**src/rtl/pcs_tx.sv**
```systemverilog
// 1000BASE-X PCS transmit ordered-set generator: turns GMII transmit signals into a
// code-group stream ({control, octet}) for the 8b/10b encoder, one group per clock.
module pcs_tx (
    input  logic        clk,
    input  logic        reset,
    input  logic [1:0]  xmit,
    input  logic        TX_EN,
    input  logic        TX_ER,
    input  logic [7:0]  TXD,
    input  logic [15:0] tx_Config_Reg,
    output logic        control,
    output logic [7:0]  data_out,
    output logic        tx_even,
    output logic        transmitting
);

    typedef enum logic [3:0] {
        IDLE_K, IDLE_D, CFG_K, CFG_D, CFG_LO, CFG_HI,
        START_OF_PACKET, TX_PACKET, END_T, EPD_R, CARRIER_EXTEND, ALIGN_R
    } state_t;

    localparam logic [1:0] XMIT_CONFIG = 2'd0;
    localparam logic [1:0] XMIT_DATA   = 2'd2;

    localparam logic [7:0] K28_5 = 8'hBC;
    localparam logic [7:0] D16_2 = 8'h50;
    localparam logic [7:0] D21_5 = 8'hB5;
    localparam logic [7:0] D2_2  = 8'h42;
    localparam logic [7:0] SYM_S = 8'hFB;
    localparam logic [7:0] SYM_T = 8'hFD;
    localparam logic [7:0] SYM_R = 8'hF7;
    localparam logic [7:0] SYM_V = 8'hFE;
    localparam logic [7:0] EXT_OCTET = 8'h0F;

    state_t      state_q, state_d;
    logic        tx_even_q;
    logic        c2_q, c2_d;
    logic [15:0] cfg_q, cfg_d;
    logic        control_q, control_d;
    logic [7:0]  data_q, data_d;
    logic        transmitting_q, transmitting_d;
    logic        at_boundary;

    // An ordered set may start only in an even slot once the previous set or the
    // end-of-packet /R/ groups are complete. IDLE_K with an even next slot only
    // occurs straight after reset.
    assign at_boundary = !tx_even_q &&
                         (state_q inside {IDLE_K, IDLE_D, CFG_HI, EPD_R, ALIGN_R});

    // NOTE: every signal assigned in this block gets a default first, so no path
    // leaves it unassigned and no latch is inferred.
    always_comb begin
        state_d = state_q;
        c2_d    = c2_q;
        cfg_d   = cfg_q;

        unique case (state_q)
            IDLE_K:                     state_d = IDLE_D;
            IDLE_D:                     state_d = IDLE_K;
            CFG_K:                      state_d = CFG_D;
            CFG_D:                      state_d = CFG_LO;
            CFG_LO:                     state_d = CFG_HI;
            CFG_HI:                     state_d = IDLE_K;
            START_OF_PACKET, TX_PACKET: state_d = TX_EN ? TX_PACKET : END_T;
            END_T, CARRIER_EXTEND:      state_d = (!TX_EN && TX_ER) ? CARRIER_EXTEND : EPD_R;
            EPD_R:                      state_d = tx_even_q ? ALIGN_R : IDLE_K;
            ALIGN_R:                    state_d = IDLE_K;
            default:                    state_d = IDLE_K;
        endcase

        // The first set after reset is always I2 or C1, never /S/.
        if (at_boundary) begin
            if (xmit == XMIT_CONFIG)
                state_d = CFG_K;
            else if (xmit == XMIT_DATA && TX_EN && state_q != IDLE_K)
                state_d = START_OF_PACKET;
            else
                state_d = IDLE_K;
        end

        if (state_d == CFG_K) begin
            c2_d  = (state_q == CFG_HI) ? !c2_q : 1'b0;
            cfg_d = tx_Config_Reg;
        end
    end

    always_comb begin
        control_d      = 1'b1;
        data_d         = K28_5;
        transmitting_d = 1'b0;

        unique case (state_d)
            IDLE_K, CFG_K: data_d = K28_5;
            IDLE_D: begin
                control_d = 1'b0;
                data_d    = D16_2;
            end
            CFG_D: begin
                control_d = 1'b0;
                data_d    = c2_d ? D2_2 : D21_5;
            end
            CFG_LO: begin
                control_d = 1'b0;
                data_d    = cfg_q[7:0];
            end
            CFG_HI: begin
                control_d = 1'b0;
                data_d    = cfg_q[15:8];
            end
            START_OF_PACKET: begin
                data_d         = SYM_S;
                transmitting_d = 1'b1;
            end
            TX_PACKET: begin
                control_d      = TX_ER;
                data_d         = TX_ER ? SYM_V : TXD;
                transmitting_d = 1'b1;
            end
            END_T: begin
                data_d         = SYM_T;
                transmitting_d = 1'b1;
            end
            CARRIER_EXTEND: begin
                data_d         = (TXD == EXT_OCTET) ? SYM_R : SYM_V;
                transmitting_d = (TXD != EXT_OCTET);
            end
            EPD_R, ALIGN_R: data_d = SYM_R;
            default: begin
                control_d = 1'b0;
                data_d    = 8'h00;
            end
        endcase
    end

    // NOTE: sequential state uses non-blocking assignments so every register
    // samples the pre-edge values of the others.
    always_ff @(posedge clk) begin
        if (reset) begin
            state_q        <= IDLE_K;
            tx_even_q      <= 1'b0;
            c2_q           <= 1'b0;
            cfg_q          <= 16'h0000;
            control_q      <= 1'b0;
            data_q         <= 8'h00;
            transmitting_q <= 1'b0;
        end else begin
            state_q        <= state_d;
            tx_even_q      <= !tx_even_q;
            c2_q           <= c2_d;
            cfg_q          <= cfg_d;
            control_q      <= control_d;
            data_q         <= data_d;
            transmitting_q <= transmitting_d;
        end
    end

    assign control      = control_q;
    assign data_out     = data_q;
    assign tx_even      = tx_even_q;
    assign transmitting = transmitting_q;

endmodule

```
**config.mk**
```make
export PLATFORM = sky130hd
export DESIGN_NAME = pcs_tx
export DESIGN_NICKNAME = d
export VERILOG_FILES = /design/src/rtl/pcs_tx.sv
export SDC_FILE = /design/constraint.sdc
export NUM_CORES = 1
export LEC_CHECK = 0
export BUFFER_PORTS_ARGS = -buffer_cell sky130_fd_sc_hd__clkbuf_2
export CAP_MARGIN = 30
export CORE_MARGIN = 2
export CORE_UTILIZATION = 56
export DETAILED_ROUTE_END_ITERATION = 7
export PLACE_DENSITY = 0.84
export SKIP_LAST_GASP = 1
export SLEW_MARGIN = 40
export SYNTH_ARGS = -nofsm -noshare
export SYNTH_HDL_FRONTEND = slang
export SYNTH_SLANG_ARGS = --single-unit
```
**constraint.sdc**
```tcl
create_clock -name clk -period 3.6 [get_ports clk]
set_input_delay 0.9 -clock clk [delete_from_list [all_inputs] [get_ports clk]]
set_output_delay 0.9 -clock clk [all_outputs]
set_load 0.1 [all_outputs]
```
==> reports/metrics.yaml, run 1 <==
max-cap-violations: 0
post_synth_instance_area_mm2: 0.00163
total_cts_buffers: 5
final_cells: 248
worst-endpoint-required_ps: 2700
syn_avg_cell_area_um2: 8.88
place.detailed.hpwl_mm: 2.85
worstPathBufferInverterCount: 1
synthesis.instances: 183
global_route_wire_length_before_repair_mm: 6.73
critical-path-max-stage-delay_ps: 520
cell_family_with_most_cp_delay: "buffers and inverters"
cts_tree: "yes"
worstMarginPinSlew_ps: 664
via_per_inst: 6.31
max-slew-margin-rel: 0.557
slew_violations: 0
track_usage: 0.263
synth.top_cell.area_share: 0.394
dr.first_iter.drc_count: 76
grt_pass1_vias: 1483
dominantRegCellSynth: "dfxtp_1"
hold_start: "cfg_q[9]$_SDFFE_PP0N_"
synth_fp_nets: 213
timing.clock.skew_ps: 11.3
place_congestion: 0.921
area_growth_pct: 14.1
start_util: 0.589
post_synth_num_cell_types: 49
synth-seq-cells: 32
postLayoutSetupSlackWorst_ps: 1340
hold_path.class: "flop to flop"
average_wire_length_per_cell_after_detail_routing_um: 16.1
finalHoldViolCount: 0
hold_slack_ps: 512
antenna_violation_net_count_after_detailed_routing: 0
route.detailed.drc: 0
finalSetupTns_ps: 0
htreeDepth: 2
clk_latency_ps: 340
synth-edff-count: 0
r2r_startpoint: "state_q[3]$_SDFF_PP0_"
design_power_uw: 1040
power_leakage_uw: 0.000844
die-area_mm2: 0.00335
cts-resized-gates: 0
place_ws_ps: 1150
ys_seq_area_frac: 0.394
crit_path_end_kind: "output pin"
cts-root-to-sink-buffers: 2
power.ir.vdd_worst_mv: 0.628
finalWirelength_mm: 3.98
floorplan.io_pins: 41
run_status: "complete, no violations"
post_cts_hold_buffer_count: 0
share_of_synthesized_flip_flops_with_an_asynchronous_set_or_reset: 0
worstPathCellList: "clkbuf_2"
fmaxAchievable_mhz: 443
rsz0062_at_grt: "no"
detailroute.via_count: 1566
drive_gt1_frac: 0.281
path_clk_slew_ps: 100
drt_first_pass_iters: 4
buffer_ports.inserted: 40
synthMostInstantiatedCell: "dfxtp_1"
root_buffer: "clkbuf_4"
cp-startpoint: "tx_even$_SDFF_PP0_"
cts.repair_timing.setup_buffer_count: 0
final_net_count: 246
yosys_warnings: 0
power.density_cell_area_mw_per_mm2: 560
clock_sinks: 32
area_leader_netlist: "dfxtp_1"
sum_of_overflow_across_all_layers_after_global_routing: 0
placedCellCount: 240
critical_path.max_fanout: 8
dieHeight_um: 57.9
core_area_mm2: 0.00276
netlist_top_cells_count: "dfxtp_1 (32), nor2_1 (27), mux2i_1 (17)"
row_count: 19
worst-setup-path-type: "flop to output pin"
post-route-min-period_ps: 2260
die_w_um: 57.9
crit_path_start_kind: "flop"
diodes: 0
crit_path_top_delay_cell: "clkbuf_2"
antenna_found_initial: 0
setup_viol_count_final: 0
netlist_top_cells_area: "dfxtp_1 (39%), mux2i_1 (10%), nor2_1 (6.2%)"
post-route-period-util: 0.627
grt_start_max_net_pins: 35
worst_ep_arrival_time_ps: 1360
final cells by class:
class / count / area, µm²
Fill cell: 251 / 903
Multi-Input combinational cell: 132 / 892
Sequential cell: 32 / 641
Timing Repair Buffer: 41 / 211
Tap cell: 31 / 38.8
Clock buffer: 5 / 37.5
Clock inverter: 3 / 18.8
Inverter: 4 / 15.0
registers in the layout (all words and copies together) (netlist names):
signal	count
state_q	4
transmitting	1
tx_even	1
data_out	8
control	1
cfg_q	16
c2_q	1
report_power, final:
part / total (µW) / switching, µW / internal, µW
clock: 204 / 130 / 74.8
sequential: 434 / 38.3 / 396
combinational: 399 / 298 / 101
cell usage in the layout (no fill, tap or decap), drive strengths merged, types with 2 or more instances in the layout:
cell type,instances
clkbuf,45
dfxtp,32
nor2,27
mux2i,17
o21ai,10
a21oi,9
nand2,6
a22oi,6
o21a,5
a31oi,5
nand4,4
inv,4
nor2b,3
and3,3
nand2b,3
nor3,3
clkinv,3
or4,2
a31o,2
a41o,2
metrics by stage:
stage / util / cell area, µm²
2_1_floorplan: - / 1630
3_3_place_gp: 0.648 / 1790
3_5_place_dp: 0.652 / 1800
4_1_cts: 0.672 / 1850
5_1_grt: 0.672 / 1850
6_report: 0.672 / 1850
cells by family (layout without fill, tap and decap cells):
family                 count (synthesis)  count (layout)  synth area share
AND/OR/NAND/NOR                       61              61             0.195
multiplexers                          17              17             0.105
flip-flops                            32              32             0.394
AO/OA/AOI/OAI                         54              54             0.249
buffers and inverters                 19              53            0.0570
per-layer routing:
layer / track usage / share of wire / vias up
met4: 0.106 / 0.034 / 0
met1: 0.315 / 0.38 / 710
li1: - / - / 742
met3: 0.0781 / 0.11 / 22
met2: 0.442 / 0.48 / 92
met5: 0 / 0 / -
tightest hold or removal path, cell delays in order (launching register included):
cell and delay, ps:
dfxtp_1 340, mux2i_1 70, nor2_1 70
final timing paths:
kind | end | slack, ps | cells after the start
setup / recovery | tx_even | 1340 | 1
hold / removal | cfg_q[9]$_SDFFE_PP0N_ | 510 | 2
setup reg to reg | cfg_q[12]$_SDFFE_PP0N_ | 1340 | 6
hold reg to reg | cfg_q[9]$_SDFFE_PP0N_ | 510 | 2
Power figures use the tool's default switching activity.
==> run 2, diff against run 1 <==
--- a/config.mk
+++ b/config.mk
@@ -8,9 +8,9 @@
 export BUFFER_PORTS_ARGS = -buffer_cell sky130_fd_sc_hd__clkbuf_2
 export CAP_MARGIN = 30
 export CORE_MARGIN = 2
-export CORE_UTILIZATION = 56
+export CORE_UTILIZATION = 47
 export DETAILED_ROUTE_END_ITERATION = 7
-export PLACE_DENSITY = 0.84
+export PLACE_DENSITY = 0.75
 export SKIP_LAST_GASP = 1
 export SLEW_MARGIN = 40
 export SYNTH_ARGS = -nofsm -noshare
==> constraint.sdc (replaced) <==
create_clock -name clk -period 1.9 [get_ports clk]
set_input_delay 0.475 -clock clk [delete_from_list [all_inputs] [get_ports clk]]
set_output_delay 0.475 -clock clk [all_outputs]
set_load 0.1 [all_outputs]
==> reports/metrics.yaml, run 2 (same netlist as run 1, synthesis figures left out) <==
run_status: "complete, no violations"
highest-signal-layer: "met4"
comb_power_share: 0.416
place.detailed.hpwl_mm: 3.05
sw_frac_of_total: 0.429
grt_start_max_net_pins: 26
finalSetupTns_ps: 0
crit_path_start_kind: "flop"
global_route_wire_length_before_repair_mm: 7.01
internal_power_summed_over_all_cells_uw: 1200
cts-root-to-sink-buffers: 2
slew_violations: 0
sum_of_overflow_across_all_layers_after_global_routing: 0
floorplan.io_pins: 41
place_congestion: 0.939
diodes: 0
drt_first_pass_iters: 4
leading_cell_type_in_the_layout_fill_and_taps_excluded: "clkbuf_2"
area_growth_pct: 28.8
post_cts_hold_buffer_count: 0
critical_path.max_fanout: 6
regArea_um2: 654
cts_tree: "yes"
power.switching_uw: 902
buffer_ports.inserted: 40
dr.first_iter.drc_count: 129
setup_viol_count_final: 0
largest_register_ff_count: 16
antenna_found_initial: 0
share_seq_of_total_power: 0.383
max-cap-violations: 0
clock_sinks: 32
met2RoutedLength_mm: 1.93
wirelength_met1_mm: 1.80
via_per_inst: 5.71
power.density_cell_area_mw_per_mm2: 1000
multi_input_comb_area_um2: 901
timing.clock.skew_ps: 9.81
dieHeight_um: 62.8
hold_path.class: "primary input to flop"
route.detailed.drc: 0
post-route-min-period_ps: 1890
max-slew-margin-rel: 0.552
fmaxAchievable_mhz: 530
worst-endpoint-required_ps: 2140
row_count: 21
die-area_mm2: 0.00394
die_w_um: 62.8
power_leakage_uw: 0.000976
grt_pass1_vias: 1544
fillers: 310
final_net_count: 272
core_area_mm2: 0.00334
post-route-period-util: 0.993
power.ir.vdd_worst_mv: 0.629
clock_network_power_share: 0.201
track_usage: 0.222
root_buffer: "clkbuf_4"
max_flop_register: "cfg_q"
crit_path_end_kind: "flop"
drive_gt1_frac: 0.379
worstMarginPinSlew_ps: 665
finalHoldViolCount: 0
detailroute.via_count: 1649
finalWirelength_mm: 4.21
worst-setup-path-type: "flop to flop"
clk_latency_ps: 340
average_wire_length_per_cell_after_detail_routing_um: 14.6
total_cts_buffers: 5
r2r_setup_slack_ps: 10
worst_ep_arrival_time_ps: 2130
path_clk_slew_ps: 110
most-common-layout-cells: "clkbuf_2 (40), nor2_1 (27), dfxtp_1 (27), buf_4 (27), mux2i_1 (17)"
htreeDepth: 2
met3_wire_length_um: 339
rsz0062_at_grt: "yes"
fin_util: 0.627
antenna_violation_net_count_after_detailed_routing: 0
start_util: 0.487
run 2: cell types whose count changed in the layout (fill, tap and decap cells not counted), moves of 2 or more:
cell and delta:
dfxtp_1 -5, clkinv_2 -2, dfxtp_4 +3, buf_4 +27, dfxtp_2 +2
run 2: area by class of cell:
cell class                      instances  area share
Multi-Input combinational cell        132       0.430
Sequential cell                        32       0.313
Timing Repair Buffer                   67       0.192
Tap cell                               46      0.0275
Clock buffer                            7      0.0263
Inverter                                4     0.00717
Clock inverter                          1     0.00359
run 2: worst paths after layout:
path | start | depth (start not counted) | endpoint
hold / removal | tx_Config_Reg[4] | 3 | cfg_q[4]$_SDFFE_PP0N_
setup reg to reg | state_q[0]$_SDFF_PP0_ | 5 | data_out[6]$_SDFF_PP0_
hold reg to reg | tx_even$_SDFF_PP0_ | 1 | tx_even$_SDFF_PP0_
setup / recovery | state_q[0]$_SDFF_PP0_ | 5 | data_out[6]$_SDFF_PP0_
run 2: routing by layer:
layer	vias to the layer above	global-route usage
li1	798	-
met1	757	0.294
met2	80	0.339
met3	14	0.0541
met4	0	0.106
met5	-	0
run 2: per-stage QoR:
| stage | power (µW) | cell area, µm² | hold WS, ps | std cells | setup slack [ps] |
|---|---|---|---|---|---|
| 4_1_cts | 2050 | 2020 | 359 | 282 | 19.1 |
| 3_3_place_gp | 1630 | 1960 | 471 | 274 | -31.9 |
| 6_report | 2100 | 2090 | 362 | 289 | 13.1 |
| 3_5_place_dp | 1630 | 1960 | 480 | 274 | -71.0 |
| 2_1_floorplan | 1460 | 1630 | 462 | 183 | 76.3 |
| 5_1_grt | 2200 | 2090 | 368 | 289 | -33.9 |
run 2: what timing repair did:
action | 4_1_cts | 5_1_grt
endpoints found under the setup margin | 9 | 11
resized for setup | 2 | 7
buffers inserted | 0 | 7
pin swaps | 1 | 4
run 2: power groups by stage:
stage / registers [µW] / clock network [µW] / logic [µW]
after floorplan: 1150 / 0 / 308
after global placement: 825 / 0 / 801
after detailed placement: 828 / 0 / 807
after CTS: 814 / 426 / 811
after global routing: 816 / 457 / 923
final: 805 / 422 / 875
run 2: critical path, cell delays in order (launching register included):
cell and delay [ps]:
dfxtp_4 380, o41a_1 450, nand2b_4 150, a311oi_2 360, nand2_1 130, o41ai_2 320
